===== config.mk =====
export PLATFORM = sky130hd
export DESIGN_NAME = fifo_bank
export DESIGN_NICKNAME = d
export VERILOG_FILES = /design/src/rtl/fifo_bank_pkg.sv /design/src/rtl/fifo_bank_ch.sv /design/src/rtl/fifo_bank.sv
export SDC_FILE = /design/constraint.sdc
export NUM_CORES = 2
export LEC_CHECK = 0
export ABC_AREA = 1
export CAP_MARGIN = 20
export CORE_MARGIN = 3
export CORE_UTILIZATION = 45
export DETAILED_ROUTE_END_ITERATION = 12
export DONT_BUFFER_PORTS = 1
export PLACE_DENSITY = 0.58
export SYNTH_ARGS = -nofsm -noshare
export SYNTH_HDL_FRONTEND = slang
export SYNTH_HIERARCHICAL = 1
export SYNTH_SLANG_ARGS = --single-unit

===== constraint.sdc =====
create_clock -name SD_CLK -period 4.6 [get_ports SD_CLK]
set_input_delay 1.38 -clock SD_CLK [delete_from_list [all_inputs] [get_ports SD_CLK]]
set_output_delay 1.38 -clock SD_CLK [all_outputs]
set_load 0.02 [all_outputs]

===== src/rtl/fifo_bank_pkg.sv =====
// Shared constants and helpers for the fifo_bank command/data buffering stage.
// Holds the count-width function, default thresholds and bridge stream names.
package fifo_bank_pkg;

   // Count needs one extra bit so that a completely full channel (== DEPTH) is representable.
   function automatic int cw_of(input int depth);
      return $clog2(depth) + 1;
   endfunction

   localparam int DEF_AFULL_MARGIN = 2;
   localparam int DEF_AEMPTY_TH    = 2;

   typedef enum logic [1:0] {
      CH_WADDR = 2'd0,
      CH_WDATA = 2'd1,
      CH_RADDR = 2'd2,
      CH_RW    = 2'd3
   } ch_e;

endpackage


===== src/rtl/fifo_bank_ch.sv =====
// One first-word-fall-through FIFO channel: memory, pointers, registered count, flags.
// Sticky OVF/UDF registers exist only when FIFO_BANK_STICKY_ERR_EN is defined.
module fifo_bank_ch
   import fifo_bank_pkg::*;
#(
   parameter int WIDTH     = 32,
   parameter int DEPTH     = 16,
   parameter int AFULL_TH  = DEPTH - DEF_AFULL_MARGIN,
   parameter int AEMPTY_TH = DEF_AEMPTY_TH
)(
   input  logic                     clk,
   input  logic                     rst,
   input  logic                     push,
   input  logic [WIDTH-1:0]         din,
   input  logic                     pop,
   input  logic                     flush,
   input  logic                     err_clr,
   output logic [WIDTH-1:0]         dout,
   output logic [cw_of(DEPTH)-1:0]  count,
   output logic                     full,
   output logic                     empty,
   output logic                     almost_full,
   output logic                     almost_empty,
   output logic                     ovf,
   output logic                     udf
);
   localparam int AW = $clog2(DEPTH);
   localparam int CW = cw_of(DEPTH);
   localparam logic [CW-1:0] DEPTH_C = CW'(DEPTH);
   localparam logic [CW-1:0] AF_C    = CW'(AFULL_TH);
   localparam logic [CW-1:0] AE_C    = CW'(AEMPTY_TH);

   logic [WIDTH-1:0] mem [DEPTH];
   logic [AW-1:0]    wr_ptr, rd_ptr;
   logic [CW-1:0]    cnt;
   logic             push_ok, pop_ok;

   assign full         = (cnt == DEPTH_C);
   assign empty        = (cnt == '0);
   assign almost_full  = (cnt >= AF_C);
   assign almost_empty = (cnt <= AE_C);
   assign count        = cnt;
   assign dout         = empty ? '0 : mem[rd_ptr];

   // A pop on a full channel frees the slot the simultaneous push lands in.
   assign push_ok = push && !flush && (!full || pop);
   assign pop_ok  = pop  && !flush && !empty;

   always_ff @(posedge clk) begin
      if (push_ok && !rst) mem[wr_ptr] <= din;
   end

   always_ff @(posedge clk) begin
      if (rst || flush) begin
         wr_ptr <= '0;
         rd_ptr <= '0;
         cnt    <= '0;
      end else begin
         if (push_ok) wr_ptr <= wr_ptr + 1'b1;
         if (pop_ok)  rd_ptr <= rd_ptr + 1'b1;
         case ({push_ok, pop_ok})
            2'b10:   cnt <= cnt + 1'b1;
            2'b01:   cnt <= cnt - 1'b1;
            default: cnt <= cnt;
         endcase
      end
   end

`ifdef FIFO_BANK_STICKY_ERR_EN
   logic ovf_q, udf_q;

   // A new error in the same cycle as err_clr wins.
   always_ff @(posedge clk) begin
      if (rst) begin
         ovf_q <= 1'b0;
         udf_q <= 1'b0;
      end else begin
         if (push && !flush && full && !pop) ovf_q <= 1'b1;
         else if (err_clr)                   ovf_q <= 1'b0;
         if (pop && !flush && empty)         udf_q <= 1'b1;
         else if (err_clr)                   udf_q <= 1'b0;
      end
   end

   assign ovf = ovf_q;
   assign udf = udf_q;
`else
   logic err_clr_unused;
   assign err_clr_unused = err_clr;
   assign ovf = 1'b0;
   assign udf = 1'b0;
`endif

endmodule


===== src/rtl/fifo_bank.sv =====
// Bank of NUM_CH independent FIFO channels on the SD_CLK side of the AXI4-Lite bridge.
// Optional sticky OVF/UDF flags are built when FIFO_BANK_STICKY_ERR_EN is defined.
module fifo_bank
   import fifo_bank_pkg::*;
#(
   parameter int WIDTH     = 32,
   parameter int DEPTH     = 16,
   parameter int NUM_CH    = 4,
   parameter int AFULL_TH  = DEPTH - DEF_AFULL_MARGIN,
   parameter int AEMPTY_TH = DEF_AEMPTY_TH
)(
   input  logic                            SD_CLK,
   input  logic                            SD_RST,
   input  logic [NUM_CH-1:0]               PUSH,
   input  logic [NUM_CH*WIDTH-1:0]         DIN,
   input  logic [NUM_CH-1:0]               POP,
   input  logic [NUM_CH-1:0]               FLUSH,
   input  logic                            ERR_CLR,
   output logic [NUM_CH*WIDTH-1:0]         DOUT,
   output logic [NUM_CH*cw_of(DEPTH)-1:0]  COUNT,
   output logic [NUM_CH-1:0]               FULL,
   output logic [NUM_CH-1:0]               EMPTY,
   output logic [NUM_CH-1:0]               ALMOST_FULL,
   output logic [NUM_CH-1:0]               ALMOST_EMPTY,
   output logic [NUM_CH-1:0]               OVF,
   output logic [NUM_CH-1:0]               UDF
);
   localparam int CW = cw_of(DEPTH);

   if (DEPTH < 2 || (DEPTH & (DEPTH - 1)) != 0) begin : g_chk_depth
      $error("fifo_bank: DEPTH must be a power of two and at least 2");
   end
   if (AFULL_TH > DEPTH) begin : g_chk_afull
      $error("fifo_bank: AFULL_TH must not exceed DEPTH");
   end
   if (AEMPTY_TH >= DEPTH) begin : g_chk_aempty
      $error("fifo_bank: AEMPTY_TH must be below DEPTH");
   end

   for (genvar c = 0; c < NUM_CH; c++) begin : g_ch
      fifo_bank_ch #(
         .WIDTH     (WIDTH),
         .DEPTH     (DEPTH),
         .AFULL_TH  (AFULL_TH),
         .AEMPTY_TH (AEMPTY_TH)
      ) u_ch (
         .clk          (SD_CLK),
         .rst          (SD_RST),
         .push         (PUSH[c]),
         .din          (DIN[c*WIDTH +: WIDTH]),
         .pop          (POP[c]),
         .flush        (FLUSH[c]),
         .err_clr      (ERR_CLR),
         .dout         (DOUT[c*WIDTH +: WIDTH]),
         .count        (COUNT[c*CW +: CW]),
         .full         (FULL[c]),
         .empty        (EMPTY[c]),
         .almost_full  (ALMOST_FULL[c]),
         .almost_empty (ALMOST_EMPTY[c]),
         .ovf          (OVF[c]),
         .udf          (UDF[c])
      );
   end

endmodule

Word-level counts from Yosys, hierarchy flattened

Memories as Yosys holds them, arrays and structs flattened. A register that Yosys moved wholly into a read port is not among the register bits.
Index checks and enable logic that the tools add are counted.

Add/subtract/negate cells: 16
Multipliers: 0
Div/mod/pow operators: 0
$lt $le $gt $ge: 8
Equal/unequal tests: 12
Shifts and indexed selects: 0
Mux-type cells: 24
Bitwise operators: 0
Reductions and logical operators: 49

Operator list:

| cell                | count |
|---|---|
| $mux 32             | 4 |
| $pmux 5 s2          | 4 |
| $add 4x1->4 const B | 8 |
| $mux 4              | 8 |
| $add 5x1->5 const B | 4 |
| $eq 5x5->1 const B  | 4 |
| $ge 5x4->1 const B  | 4 |
| $le 5x2->1 const B  | 4 |
| $logic_and 1x1->1   | 20 |
| $logic_not 5->1     | 4 |
| $sub 5x1->5 const B | 4 |
| $logic_not 1->1     | 13 |
| $eq 2x1->1 const B  | 4 |
| $eq 2x2->1 const B  | 4 |
| $logic_or 1x1->1    | 8 |
| $mux 1              | 8 |
| $reduce_bool 2->1   | 4 |

Register bits: 52
Bits in latches: 0
Memory bits (writable): 2048
Bits in read-only memories: 0
Memories kept: 4

Memories:

| name             | depth | width | rd ports | clocked after memory_dff | wr ports | RTL line           | text |
|---|---|---|---|---|---|---|---|
| g_ch[0].u_ch.mem | 16    | 32    | 1        | 1                        | 1        | fifo_bank_ch.sv:33 | `logic [WIDTH-1:0] mem [DEPTH];` |
| g_ch[1].u_ch.mem | 16    | 32    | 1        | 1                        | 1        | fifo_bank_ch.sv:33 |  |
| g_ch[2].u_ch.mem | 16    | 32    | 1        | 1                        | 1        | fifo_bank_ch.sv:33 |  |
| g_ch[3].u_ch.mem | 16    | 32    | 1        | 1                        | 1        | fifo_bank_ch.sv:33 |  |

Depth between registers and ports, before layout

Word-level depth: 7
Gate-level depth with buffers: 20
Depth with buffers taken out: 19

Hierarchy

The synthesis kept the hierarchy.

By module, submodules not included:

| module                           | times used | cells an instance | area each (um2) | sequential area each (um2) |
|---|---|---|---|---|
| fifo_bank_ch at g_ch[0].u_ch ... | 3          | 1842              | 21657.0         | 15715.1 |
| fifo_bank_ch at g_ch[3].u_ch     | 1          | 1841              | 21652.0         | 15715.1 |

Least setup slack after synthesis

OpenSTA, ideal clock, no wires.

Kind: input -> register
Start: input PUSH[3]
End: memory g_ch[3].u_ch.mem[0][0], enable pin
Setup time: 0.421 ns
Arrival: 3.404 ns
Data required time: 4.179 ns
Slack: 0.775 ns
Stages on the path: 6
Buffers on the path: 0
Cells stage by stage: inv_1 -> nor2_1 -> nand2_2 -> nor2_1 -> nand2_1 -> nor2_1

Cells in the longest elaborated chain, start to end: 5

Ends and longest elaborated chain:

| element                         | RTL line           | text |
|---|---|---|
| start, declared                 | fifo_bank.sv:14    | `input logic [NUM_CH-1:0] PUSH,` |
| $logic_and 1x1->1 (2 in series) | fifo_bank_ch.sv:46 | `assign push_ok = push && !flush && (!full \|\| pop);` |
| $logic_and 1x1->1               | fifo_bank_ch.sv:50 | `if (push_ok && !rst) mem[wr_ptr] <= din;` |
| $mux 1                          | fifo_bank_ch.sv:50 |  |
| $mux 1 (not written as such)    | fifo_bank_ch.sv:50 |  |
| end, declared                   | fifo_bank_ch.sv:33 |  |

No other way between the ends.

==> results.tsv <==
stage	metric	value	unit
route	Final ANT Viol Nets	0	
floorplan	Die Y	445	microns
floorplan	core area	191000	sq um
finish	final instance area	96900	sq um
route	Avg WL per Cell	21.8	microns
grt	grt total ovfl	0	
yosys	Seq/Total Area, Yosys	72.6	%
yosys	Mapped Avg Cell Area	11.8	sq um
clock_tree	CTS Buf Count	214	
critical_path	reg-to-reg slack, setup	1720	ps
placement	Post-DP Area	90000	sq um
clock_tree	Clock Latency Late Sink	870	ps
timing	crit path time final	4470	ps
placement	# port buffers	0	
yosys	Post-synth top cells	2702 x nand2_1, 2048 x edfxtp_1, 1588 x nand3_1	
route	post-DR vias/cell	5.42	
yosys	synth top area cells	edfxtp_1 71%, nand2_1 12%, nand3_1 9.2%	
clock_tree	Max Root-Sink Buffers	3	
finish	layout cells sized above 1	8.60	%
yosys	area leader, netlist	edfxtp_1	
route	initial DRC count	4767	
route	Vias	54769	
placement	Placed Cells	9694	
timing	Final period util	97.2	%
grt	grt met2 use	37.5	%
timing	clock skew	28.6	ps
critical_path	startpoint types	flop	
yosys	synthesized area	86600	sq um
grt	met3 Resource Use GR	3.79	%
grt	Total GRT Usage	21.9	%
clock_tree	Root Driver	clkbuf_16	
yosys	Async S/R FF share, synth	0	%
yosys	most common cell in the netlist	nand2_1	
clock_tree	H-tree depth	4	
yosys	YS warnings	6	
route	drt total wl	220000	microns
finish	Final nets	7579	
timing	Final Setup Violations	0	
yosys	Top FF cell, synth	edfxtp_1	
power_and_ir_drop	Peak VDD IR	0.367	mV
floorplan	die span in x	445	microns
grt	GR peak layer	met2	
finish	Final Non-Filler Cells	10098	
grt	number of global-route vias before repair	52865	
grt	antenna violations before repair	2	
placement	pre-CTS setup slack	845	ps
grt	largest net degree at the start of global routing	173	
timing	Slew HR	33.8	%
floorplan	Die ar.	198000	sq um
grt	GRT met1 Usage	28.9	%
timing	Least-Margin Pin Slew	991	ps
finish	area grow syn2layout	11.9	%
clock_tree	clock net sink count	2116	
critical_path	critical path required time	3220	ps
power_and_ir_drop	Leak	34.6	nW
floorplan	row count	160	
yosys	register bit count reported by yosys	2116	
yosys	Netlist cell types	28	
clock_tree	TritonCTS clock tree	done	
yosys	Syn Inst Count	7367	
floorplan	starting density of the core	45.4	%
job	max_cap viols	0	
yosys	post-synth top area share	71.0	%
route	Post-route DRC	0	
route	TritonRoute pass-1 iters	6	
placement	GPL Wtd Cong	0.781	
timing	Achievable Freq	224	MHz
critical_path	Worst Setup End Kind	primary output	
timing	setup TNS	0	ps
clock_tree	clock slew at the register clock pins of the worst setup and hold paths	60	ps
power_and_ir_drop	pwr/cell area	413	nW/um^2
min_path	type of the most critical hold path	flop to flop	
timing	pins over their slew limit	0	
timing	fin worst setup slack	129	ps
grt	first-pass GRT wire length	330000	microns
timing	RSZ-0062 raised after global routing	no	
timing	Final Hold Viols	0	
critical_path	Critical Path AT	3090	ps
yosys	number of synthesized flops with an enable pin	2048	
critical_path	CP Max Fanout	172	
status	status	complete, no violations	
placement	HPWL after DPL	113000	microns
floorplan	I/O pin count	315	
critical_path	WS Path Type	flop to primary output	
==> registers in the layout, indices dropped and copies added, names as in the netlist, named ones only <==
| name | flops |
|---|---|
| g_ch.u_ch/count | 20 |
| g_ch.u_ch/rd_ptr | 16 |
| g_ch.u_ch/mem | 2048 |
| g_ch.u_ch/wr_ptr | 16 |
==> layout by cell type, fill, tap and decap left out, types with 2 or more instances in the layout <==
master / synthesis / layout
inv_1: 111 / 102
nor2_1: 132 / 68
buf_12: 4 / 60
xnor2_1: 3 / 3
clkinv_1: 0 / 69
nand3b_1: 4 / 4
dfxtp_4: 0 / 10
inv_6: 4 / 8
nand2_2: 4 / 4
buf_6: 99 / 4
clkinv_16: 0 / 3
clkinvlp_4: 0 / 4
xor2_1: 17 / 17
nor2_2: 3 / 3
nand2_1: 2702 / 2702
o21ai_0: 22 / 22
conb_1: 4 / 8
a21oi_1: 167 / 160
dfxtp_1: 68 / 52
inv_16: 0 / 3
o21bai_1: 3 / 3
nor2_4: 0 / 64
nand3_1: 1588 / 1588
clkinv_8: 0 / 4
clkbuf_1: 90 / 46
a21oi_2: 0 / 7
buf_16: 0 / 2
edfxtp_1: 2048 / 2048
dfxtp_2: 0 / 6
diode_2: 0 / 2
bufinv_16: 0 / 16
clkbuf_16: 0 / 219
ha_1: 35 / 35
inv_2: 4 / 5
inv_4: 0 / 3
buf_4: 100 / 188
nand4_1: 4 / 4
clkinv_2: 0 / 36
==> report_power, final <==
part	leakage (nW)	switching, W	internal [W]
Combinational	12.3	0.00132	0.000546
Clock	3.32	0.00729	0.00958
Sequential	19.0	0.0000580	0.0212
==> logic make-up after synthesis <==
kind of cell             Yosys count  share of synthesized area [%]
adder cells (fa/ha/maj)           35                          0.506
AO/OA/AOI/OAI                    193                           1.13
flip-flops                      2116                           72.6
buffers and inverters            561                           4.00
other                              4                         0.0173
XOR/XNOR                          20                          0.202
AND/OR/NAND/NOR                 4438                           21.6
==> area by class of cell <==
cell class / count / area (sq um)
antenna: 2 / 5.00
clock inverter: 136 / 1180
multi-input combinational: 4694 / 20800
inverter: 119 / 497
fill: 16390 / 93900
tap: 2511 / 3140
timing repair buffer: 256 / 2750
clock buffer: 264 / 5630
sequential: 2116 / 62900
==> worst max-delay path, cell delays in order (launching register included) <==
cell and delay (ps):
dfxtp_4 410, buf_16 500, nand2_1 100, nand3_1 120, nand3_1 80, nand2_1 80, nand2_1 40, a21oi_1 470
buf_4 240
==> metal layers <==
| layer | routed length [microns] | part of all wire [%] |
|---|---|---|
| met1 | 91200 | 41 |
| met2 | 109000 | 50 |
| met5 | 0 | 0 |
| met3 | 14300 | 6.5 |
| met4 | 5550 | 2.5 |
==> path summary, 6_finish.rpt <==
path	end	from	depth (start not counted)
setup / recovery	DOUT[64]	flop	8
hold / removal	g_ch[0].u_ch/wr_ptr[3]	g_ch[0].u_ch/wr_ptr[3]	2
setup reg to reg	g_ch[3].u_ch/mem[6][25]	g_ch[3].u_ch/count[2]	7
hold reg to reg	g_ch[0].u_ch/wr_ptr[3]	g_ch[0].u_ch/wr_ptr[3]	2
==> repair_timing <==
item / 4_1_cts / 5_1_grt
gates cloned: 0 / 1
setup buffers: 0 / 1
setup endpoints to repair: 15 / 22
hold endpoints to repair: 0 / 0
resized for setup: 5 / 12
hold buffers: 0 / 0
==> stage by stage <==
step / utilization [%] / hold slack, ps / total power [W]
6_report: 50.8 / 508 / 0.0400
3_5_place_dp: 47.2 / 498 / 0.0235
4_1_cts: 50.8 / 505 / 0.0403
3_3_place_gp: 47.2 / 487 / 0.0235
5_1_grt: 50.8 / 532 / 0.0413
2_1_floorplan: - / 472 / 0.0230
Power figures use the tool's default switching activity.
